<file path="src/rtl/sde_frame_ctrl.sv">
// Frame sequencer for the serial "10010" status detector: flush preamble,
// MSB-first byte serialisation and per-frame hit counting.
module sde_frame_ctrl #(
    parameter int unsigned CNT_W     = 16,
    parameter int unsigned DET_LAT   = 1,
    parameter int unsigned FLUSH_LEN = 4
) (
    input  logic             clk,
    input  logic             rst_n,
    input  logic [7:0]       s_data,
    input  logic             s_valid,
    input  logic             s_last,
    output logic             s_ready,
    output logic             ser_bit,
    input  logic             det_hit,
    output logic             busy,
    output logic [CNT_W-1:0] hit_cnt,
    output logic             ovf,
    output logic             err,
    output logic             frm_done
);

    localparam int unsigned FL_W = (FLUSH_LEN > 2) ? $clog2(FLUSH_LEN) : 1;
    localparam int unsigned DL_W = (DET_LAT > 1) ? $clog2(DET_LAT) : 1;

    typedef enum logic [2:0] {
        IDLE  = 3'd0,
        FLUSH = 3'd1,
        SHIFT = 3'd2,
        DRAIN = 3'd3,
        DONE  = 3'd4
    } state_t;

    state_t             state;
    logic [7:0]         sreg;
    logic               last_q;
    logic [2:0]         bit_idx;
    logic [FL_W-1:0]    flush_cnt;
    logic [DL_W-1:0]    drain_cnt;
    logic [DET_LAT-1:0] fb_pipe;

    logic take;
    logic in_shift;
    logic count_en;
    logic cnt_max;

    assign take     = s_valid && s_ready;
    assign in_shift = (state == SHIFT);
    // A hit belongs to the frame only if the bit that completed it was a frame bit.
    assign count_en = det_hit && fb_pipe[DET_LAT-1];
    assign cnt_max  = &hit_cnt;

    always_ff @(posedge clk or negedge rst_n) begin
        if (!rst_n) begin
            state     <= IDLE;
            sreg      <= 8'd0;
            last_q    <= 1'b0;
            bit_idx   <= 3'd0;
            flush_cnt <= '0;
            drain_cnt <= '0;
            fb_pipe   <= '0;
            s_ready   <= 1'b0;
            ser_bit   <= 1'b0;
            busy      <= 1'b0;
            hit_cnt   <= '0;
            ovf       <= 1'b0;
            err       <= 1'b0;
            frm_done  <= 1'b0;
        end else begin
            frm_done   <= 1'b0;
            fb_pipe[0] <= in_shift;
            for (int i = 1; i < int'(DET_LAT); i++) begin
                fb_pipe[i] <= fb_pipe[i-1];
            end

            if (count_en) begin
                if (cnt_max) begin
                    ovf <= 1'b1;
                end else begin
                    hit_cnt <= hit_cnt + CNT_W'(1);
                end
            end

            case (state)
                IDLE: begin
                    ser_bit <= 1'b0;
                    busy    <= 1'b0;
                    if (take) begin
                        sreg      <= s_data;
                        last_q    <= s_last;
                        hit_cnt   <= '0;
                        ovf       <= 1'b0;
                        err       <= 1'b0;
                        flush_cnt <= '0;
                        s_ready   <= 1'b0;
                        busy      <= 1'b1;
                        state     <= FLUSH;
                    end else begin
                        s_ready <= 1'b1;
                    end
                end

                FLUSH: begin
                    s_ready <= 1'b0;
                    if (flush_cnt == FL_W'(FLUSH_LEN - 1)) begin
                        bit_idx <= 3'd7;
                        ser_bit <= sreg[7];
                        state   <= SHIFT;
                    end else begin
                        ser_bit   <= 1'b0;
                        flush_cnt <= flush_cnt + FL_W'(1);
                    end
                end

                SHIFT: begin
                    if (bit_idx != 3'd0) begin
                        bit_idx <= bit_idx - 3'd1;
                        ser_bit <= sreg[bit_idx - 3'd1];
                        s_ready <= (bit_idx == 3'd1) && !last_q;
                    end else begin
                        s_ready <= 1'b0;
                        if (last_q) begin
                            ser_bit   <= 1'b0;
                            drain_cnt <= '0;
                            state     <= DRAIN;
                        end else if (s_valid) begin
                            // Seamless reload: next byte's MSB follows without a gap bit.
                            sreg    <= s_data;
                            last_q  <= s_last;
                            bit_idx <= 3'd7;
                            ser_bit <= s_data[7];
                        end else begin
                            err       <= 1'b1;
                            ser_bit   <= 1'b0;
                            drain_cnt <= '0;
                            state     <= DRAIN;
                        end
                    end
                end

                DRAIN: begin
                    ser_bit <= 1'b0;
                    s_ready <= 1'b0;
                    if (drain_cnt == DL_W'(DET_LAT - 1)) begin
                        frm_done <= 1'b1;
                        state    <= DONE;
                    end else begin
                        drain_cnt <= drain_cnt + DL_W'(1);
                    end
                end

                DONE: begin
                    ser_bit <= 1'b0;
                    busy    <= 1'b0;
                    s_ready <= 1'b1;
                    state   <= IDLE;
                end

                default: begin
                    ser_bit <= 1'b0;
                    s_ready <= 1'b0;
                    busy    <= 1'b0;
                    state   <= IDLE;
                end
            endcase
        end
    end

endmodule

</file>
<file path="config.mk">
export PLATFORM = sky130hd
export DESIGN_NAME = sde_frame_ctrl
export DESIGN_NICKNAME = d
export VERILOG_FILES = /design/src/rtl/sde_frame_ctrl.sv
export SDC_FILE = /design/constraint.sdc
export NUM_CORES = 1
export LEC_CHECK = 0
export BUFFER_PORTS_ARGS = -buffer_cell sky130_fd_sc_hd__buf_4
export CAP_MARGIN = 20
export CORE_AREA = 2 2 77 79
export DETAILED_ROUTE_END_ITERATION = 7
export DIE_AREA = 0 0 79 81
export GPL_TIMING_DRIVEN = 1
export PLACE_DENSITY = 0.66
export SYNTH_ARGS = -nofsm -noshare
export SYNTH_HDL_FRONTEND = slang
export SYNTH_SLANG_ARGS = --single-unit
</file>
<file path="constraint.sdc">
create_clock -name clk -period 1.9 [get_ports clk]
set_clock_uncertainty 0.1 [all_clocks]
set_input_delay 0.095 -clock clk [delete_from_list [all_inputs] [get_ports clk]]
set_output_delay 0.095 -clock clk [all_outputs]
set_load 0.03 [all_outputs]
</file>
==> results of run 1 <==
## metal layers
metal | track usage (%) | share of wire [%] | routed length (µm)
met2 | 26.44 | 49 | 2334
met4 | 6.034 | 1.7 | 80
met1 | 20.86 | 46 | 2225
met3 | 3.667 | 3.5 | 168
met5 | 0 | 0 | 0
## cells by family after synthesis
kind of cell / after synthesis
mux: 19
xor+xnor: 1
compound gates: 44
flops: 40
buf+inv: 17
simple gates: 85
fa+ha+maj: 5
## area by class of cell
type / count / share of cell area (%)
Sequential cell: 40 / 35.53
Timing Repair Buffer: 56 / 15.77
Multi-Input combinational cell: 154 / 38.28
Tap cell: 75 / 3.323
Clock buffer: 5 / 2.437
Inverter: 10 / 1.462
Clock inverter: 3 / 3.190
## state kept, by name, summed over array words and instances (netlist names)
signal     flops
hit_cnt       16
sreg           8
bit_idx        3
state          3
flush_cnt      2
busy           1
err            1
fb_pipe        1
frm_done       1
last_q         1
ovf            1
s_ready        1
ser_bit        1
## worst max-delay path: stages, from the launching register on
cell     delay (ns)
dfrtp_1        0.38
or3b_1         0.43
buf_4          0.20
nor2_8         0.13
o22ai_4        0.13
mux2_4         0.32
## final timing paths
kind | endpoint | slack (ns) | depth (start not counted)
setup / recovery | sreg[6] | 0.1 | 5
min in group asynchronous | hit_cnt[9] | 0.20 | 2
max in group asynchronous | hit_cnt[1] | 1.11 | 2
hold / removal | last_q | 0.08 | 3
hold reg to reg | sreg[2] | 0.41 | 1
setup reg to reg | sreg[6] | 0.1 | 5
## cells in the mapped netlist, types with 2 or more instances
master    instances  share of area, %
ha_1              5               2.9
inv_1            10               1.7
nor3_1            5               1.2
and3_1            5               1.4
o21ai_0           8               1.9
mux4_2            2               2.1
a31oi_1           6               1.7
mux2i_1           9               4.2
or4_1             2              0.69
nand2_1          23               4.0
nand3_1           9               2.1
mux2_2            5               2.6
a211oi_1          4               1.4
nor3b_1           2              0.69
buf_6             2               1.0
nor2_1           12               2.1
and4_1            4               1.6
and2_1            2              0.58
o31ai_1           2              0.69
dfrtp_1          40                46
nand2b_1          7               2.0
a311oi_1          2              0.81
clkbuf_1          3              0.52
a21oi_1          15               3.5
nor2b_1           2              0.58
nand4_1           3              0.87
nand3b_1          2              0.69
mux2_4            3               2.1
## through the flow
step                      utilization [%]  worst slack, ns  total power, W
after floorplan                         -          0.01529        0.002283
after global placement              45.04           0.1112        0.002677
after detailed placement            45.04          0.07152        0.002708
after CTS                           49.60          0.07220        0.003711
after global routing                49.76         0.001731        0.003934
final                               49.76          0.09651        0.003677
## what timing repair did
action | 4_1_cts | 5_1_grt
endpoints found under the setup margin | 0 | 3
gates resized for setup | 0 | 3
endpoints found under the hold margin | 50 | 0
hold buffers | 10 | 0
## where the power goes
| part | internal, W | switching, W | leakage [nW] | total [W] |
|---|---|---|---|---|
| sequential | 0.00110 | 0.000150 | 0.519 | 0.00125 |
| combinational | 0.000680 | 0.000771 | 0.702 | 0.00145 |
| clock | 0.000657 | 0.000321 | 0.0784 | 0.000979 |
==> impl_metrics.py, run 1 <==
metrics = {
    "setup_path": {
        "arrival_ns": 1.89,
        "worstSetupStartpointType": "flop",
        "r2r-start": "state[2]",
        "endpoint_kind": "flop",
        "critical_path.max_fanout": 8,
        "required_ns": 1.98,
        "crit_path_start": "state[2]",
        "critical_path_class": "reg -> reg",
    },
    "timing": {
        "fmax_mhz": 554.5,
        "setup_viol": 0,
        "hold-worst-slack_ns": 0.07715,
        "relSlewSlack_pct": 65.80,
        "hold_viol_final": 0,
        "tightestPinTransition_ns": 0.5130,
        "tns_ns": 0,
        "final_max_slew_viol_count": 0,
        "period_needed_ns": 1.803,
        "rsz0062_at_grt": "no",
        "finalCritPeriodShare_pct": 94.92,
    },
    "grt": {
        "gr-total-overflow": 0,
        "track_usage_pct": 16.09,
        "grt_first_pass_wirelength_mm": 7.962,
        "grt_pass1_vias": 1684,
        "grt_max_degree": 41,
        "grt_antenna_before_repair": 0,
    },
    "logic_synthesis": {
        "yosysUniqueCellTypes": 45,
        "yosys_warnings": 0,
        "synth_seq_cells": 40,
        "synth_top_family_by_area": "simple AND/OR/NAND/NOR gates",
        "syn_inst": 211,
        "syn_area_per_cell_um2": 10.24,
        "ys_seq_area_share_pct": 46.32,
        "synth_flop_cell": "dfrtp_1",
        "synthesis.nets": 229,
        "synth-simple-area-share_pct": 22.18,
        "synthMuxAreaShare_pct": 10.94,
        "synth_compound_area_share_pct": 13.38,
        "synthArstFlopShare_pct": 100.0,
        "synth_fa_ha_area_share_pct": 2.895,
        "netlist_area_um2": 2161,
        "synth_edf_count": 0,
        "synth_xor_area_share_pct": 0.4053,
    },
    "clock_network": {
        "cts_max_path_buffers": 2,
        "ctsRootBufferMaster": "clkbuf_8",
        "postCtsSetupBuffers": 0,
        "cts_inserted_buffers": 5,
        "clkLatencyLatePin_ns": 0.30,
        "htree_num_levels": 2,
        "clk_pin_slew_ns": 0.08,
        "cts.sinks": 40,
        "cts_tree": "built",
    },
    "drt": {
        "drc": 0,
        "dr.pass1.iters": 4,
        "ant_nets": 0,
        "viasPerCell": 5.230,
        "routed_wl_mm": 4.808,
        "num_vias": 1794,
        "drtIter0Drc": 109,
        "wire_per_inst_um": 14.02,
    },
    "floorplan": {
        "initial_core_util_pct": 38.07,
        "ios": 35,
        "die-area_um2": 6399,
        "die_x_um": 79,
        "die_h_um": 81,
        "coreArea_um2": 5675,
        "num_rows": 28,
    },
    "placement": {
        "placed_cell_area_um2": 2556,
        "placed_cells": 325,
        "gp_congestion": 0.8165,
        "port_buffers": 34,
        "place_hpwl_mm": 3.505,
    },
    "layout": {
        "regArea_um2": 1003,
        "layout_commonest_cell": "buf_4",
        "mostFrequentLayoutCells": "buf_4 (46), dfrtp_1 (38), nand2_1 (22), a21oi_1 (15), nor2_1 (12)",
        "fillerInstances": 541,
        "multi_input_area_um2": 1081,
        "diodes": 0,
        "syn_to_final_growth_pct": 30.69,
        "nets": 285,
        "fin_area_um2": 2824,
        "drive_above_1_share_pct": 26.87,
        "fin_cells": 343,
    },
    "status": {
        "status": "finished clean",
    },
    "power": {
        "cellLeakagePower_nw": 1.299,
        "power_density_nw_per_um2": 1302,
        "peakVddDrop_mv": 0.6821,
    },
    "hold_path": {
        "hp-start": "s_valid",
        "hp-class": "in -> reg",
    },
    "job": {
        "max_cap_viol_count": 0,
    },
}
Note: power is estimated with default switching activity, not from simulation.
==> inputs of run 2 (changes only) <==
Settings changed: CORE_AREA 2 2 77 79 to 2 2 69 88, DIE_AREA 0 0 79 81 to 0 0 71 90.
==> impl_metrics.py, run 2 (synthesis results as in run 1) <==
metrics = {
    "placement": {
        "placed_cell_area_um2": 2552,
        "placed_cells": 317,
        "port_buffers": 34,
        "gp_congestion": 0.8225,
        "place_hpwl_mm": 3.427,
    },
    "setup_path": {
        "critical_path_class": "reg -> reg",
        "crit_path_max_incr_delay_ns": 0.42,
        "r2r_slack_ns": 0.05,
        "path_buf_inv": 2,
        "arrival_ns": 1.94,
        "required_ns": 1.99,
        "crit_family": "simple AND/OR/NAND/NOR gates",
        "crit_slowest_cell": "or3b_4",
        "crit_path_start": "state[2]",
        "reg2reg_depth": 6,
        "endpoint_kind": "flop",
        "r2r-start": "state[2]",
        "critical_path.max_fanout": 8,
        "path_cells": "or3b_4 > buf_4 > nor2_8 > o22ai_4 > buf_12 > mux2_4",
        "worstReg2RegEnd": "sreg[6]",
        "worstSetupStartpointType": "flop",
    },
    "timing": {
        "hold-worst-slack_ns": 0.06625,
        "setup_viol": 0,
        "period_needed_ns": 1.848,
        "tns_ns": 0,
        "hold_viol_final": 0,
        "finalCritPeriodShare_pct": 97.26,
        "relSlewSlack_pct": 66.55,
        "tightestPinTransition_ns": 0.5018,
        "final_max_slew_viol_count": 0,
        "fmax_mhz": 541.2,
    },
    "status": {
        "status": "finished clean",
    },
    "power": {
        "p_int_w": 0.002212,
        "finalPower_w": 0.003465,
        "sw_frac_of_total_pct": 36.16,
        "clockPowerShare_pct": 20.2,
        "power_density_nw_per_um2": 1241,
        "cellLeakagePower_nw": 1.308,
        "power_frac_comb_pct": 43.6,
        "seq_power_share_pct": 36.2,
        "peakVddDrop_mv": 0.7468,
        "switchingPower_w": 0.001253,
    },
    "hold_path": {
        "hold_depth": 3,
        "hp-start": "det_hit",
        "min_to": "hit_cnt[2]",
        "hp-class": "in -> reg",
    },
    "layout": {
        "largest_register_ffs": 16,
        "nets": 288,
        "drive_above_1_share_pct": 26.94,
        "syn_to_final_growth_pct": 29.24,
        "mostFrequentLayoutCells": "buf_4 (48), dfrtp_1 (38), nand2_1 (23), a21oi_1 (15), nor2_1 (12)",
        "top_register": "hit_cnt",
        "fillerInstances": 487,
        "diodes": 0,
        "multi_input_area_um2": 1081,
        "regArea_um2": 1003,
        "fin_area_um2": 2793,
        "layout_commonest_cell": "buf_4",
        "fin_cells": 337,
        "reg_top3": "hit_cnt: 16 flops, sreg: 8 flops",
    },
    "floorplan": {
        "die_x_um": 71,
        "die_h_um": 90,
        "num_rows": 31,
        "initial_core_util_pct": 38.42,
        "ios": 35,
        "coreArea_um2": 5624,
        "die-area_um2": 6390,
    },
    "drt": {
        "drc": 0,
        "drtIter0Drc": 121,
        "num_vias": 1805,
        "viasPerCell": 5.356,
        "ant_nets": 0,
        "routed_wl_mm": 4.867,
        "dr.pass1.iters": 5,
        "wire_per_inst_um": 14.44,
    },
    "clock_network": {
        "clk_pin_slew_ns": 0.08,
        "clkLatencyLatePin_ns": 0.30,
        "htree_num_levels": 2,
        "ctsRootBufferMaster": "clkbuf_8",
        "cts.sinks": 40,
        "cts_inserted_buffers": 5,
        "cts_tree": "built",
        "cts_max_path_buffers": 2,
    },
    "grt": {
        "track_usage_pct": 16.00,
        "grt_first_pass_wirelength_mm": 8.121,
        "gr-total-overflow": 0,
        "grt_pass1_vias": 1810,
        "grt_antenna_before_repair": 0,
        "grt_max_degree": 41,
    },
    "job": {
        "max_cap_viol_count": 0,
    },
}
run 2: through the flow:
stage          util (%)  setup WS, ns
3_5_place_dp      45.38       0.08617
4_1_cts           49.08       0.07093
5_1_grt           49.66    -0.0009770
6_report          49.66       0.05214
3_3_place_gp      45.38        0.1182
2_1_floorplan         -       0.01529
run 2: repair_timing:
action | 4_1_cts | 5_1_grt
endpoints found under the setup margin | 0 | 7
hold buffers | 10 | 0
buffers inserted | 0 | 2
resized for setup | 0 | 2
hold endpoints to repair | 50 | 0
run 2: final cells by class:
class,instances,share of cell area (%)
timing repair buffer,59,17.20
sequential,40,35.93
multi-input combinational,154,38.71
clock inverter,2,1.254
inverter,10,1.344
clock buffer,6,2.599
tap,66,2.957
run 2: per-layer routing:
metal / routed length (µm) / global-route usage [%] / vias up
met3: 185 / 2.691 / 9
met2: 2527 / 28.74 / 49
met1: 2053 / 18.27 / 862
met4: 101 / 6.918 / 0
met5: 0 / 0 / -
li1: - / - / 885
run 2: worst max-delay path by stage:
stage,to,depth (start not counted),slack [ns]
after floorplan,sreg[0],5,0.02
after global placement,hit_cnt[10],5,0.12
after detailed placement,sreg[6],5,0.09
after CTS,sreg[2],6,0.07
after global routing,sreg[5],6,-0.001
final,sreg[6],6,0.05
run 2: power by group through the flow:
stage / Combinational [W] / Sequential (W) / Clock (W)
after floorplan: 0.000914 / 0.00137 / 0
final: 0.00151 / 0.00125 / 0.000701
after CTS: 0.00145 / 0.00125 / 0.000718
after detailed placement: 0.00144 / 0.00126 / 0
after global placement: 0.00142 / 0.00126 / 0
after global routing: 0.00165 / 0.00129 / 0.000742
run 2: worst min-delay path: stages:
cell,delay [ns]
buf_4,0.13
a31oi_1,0.15
nor3_1,0.06
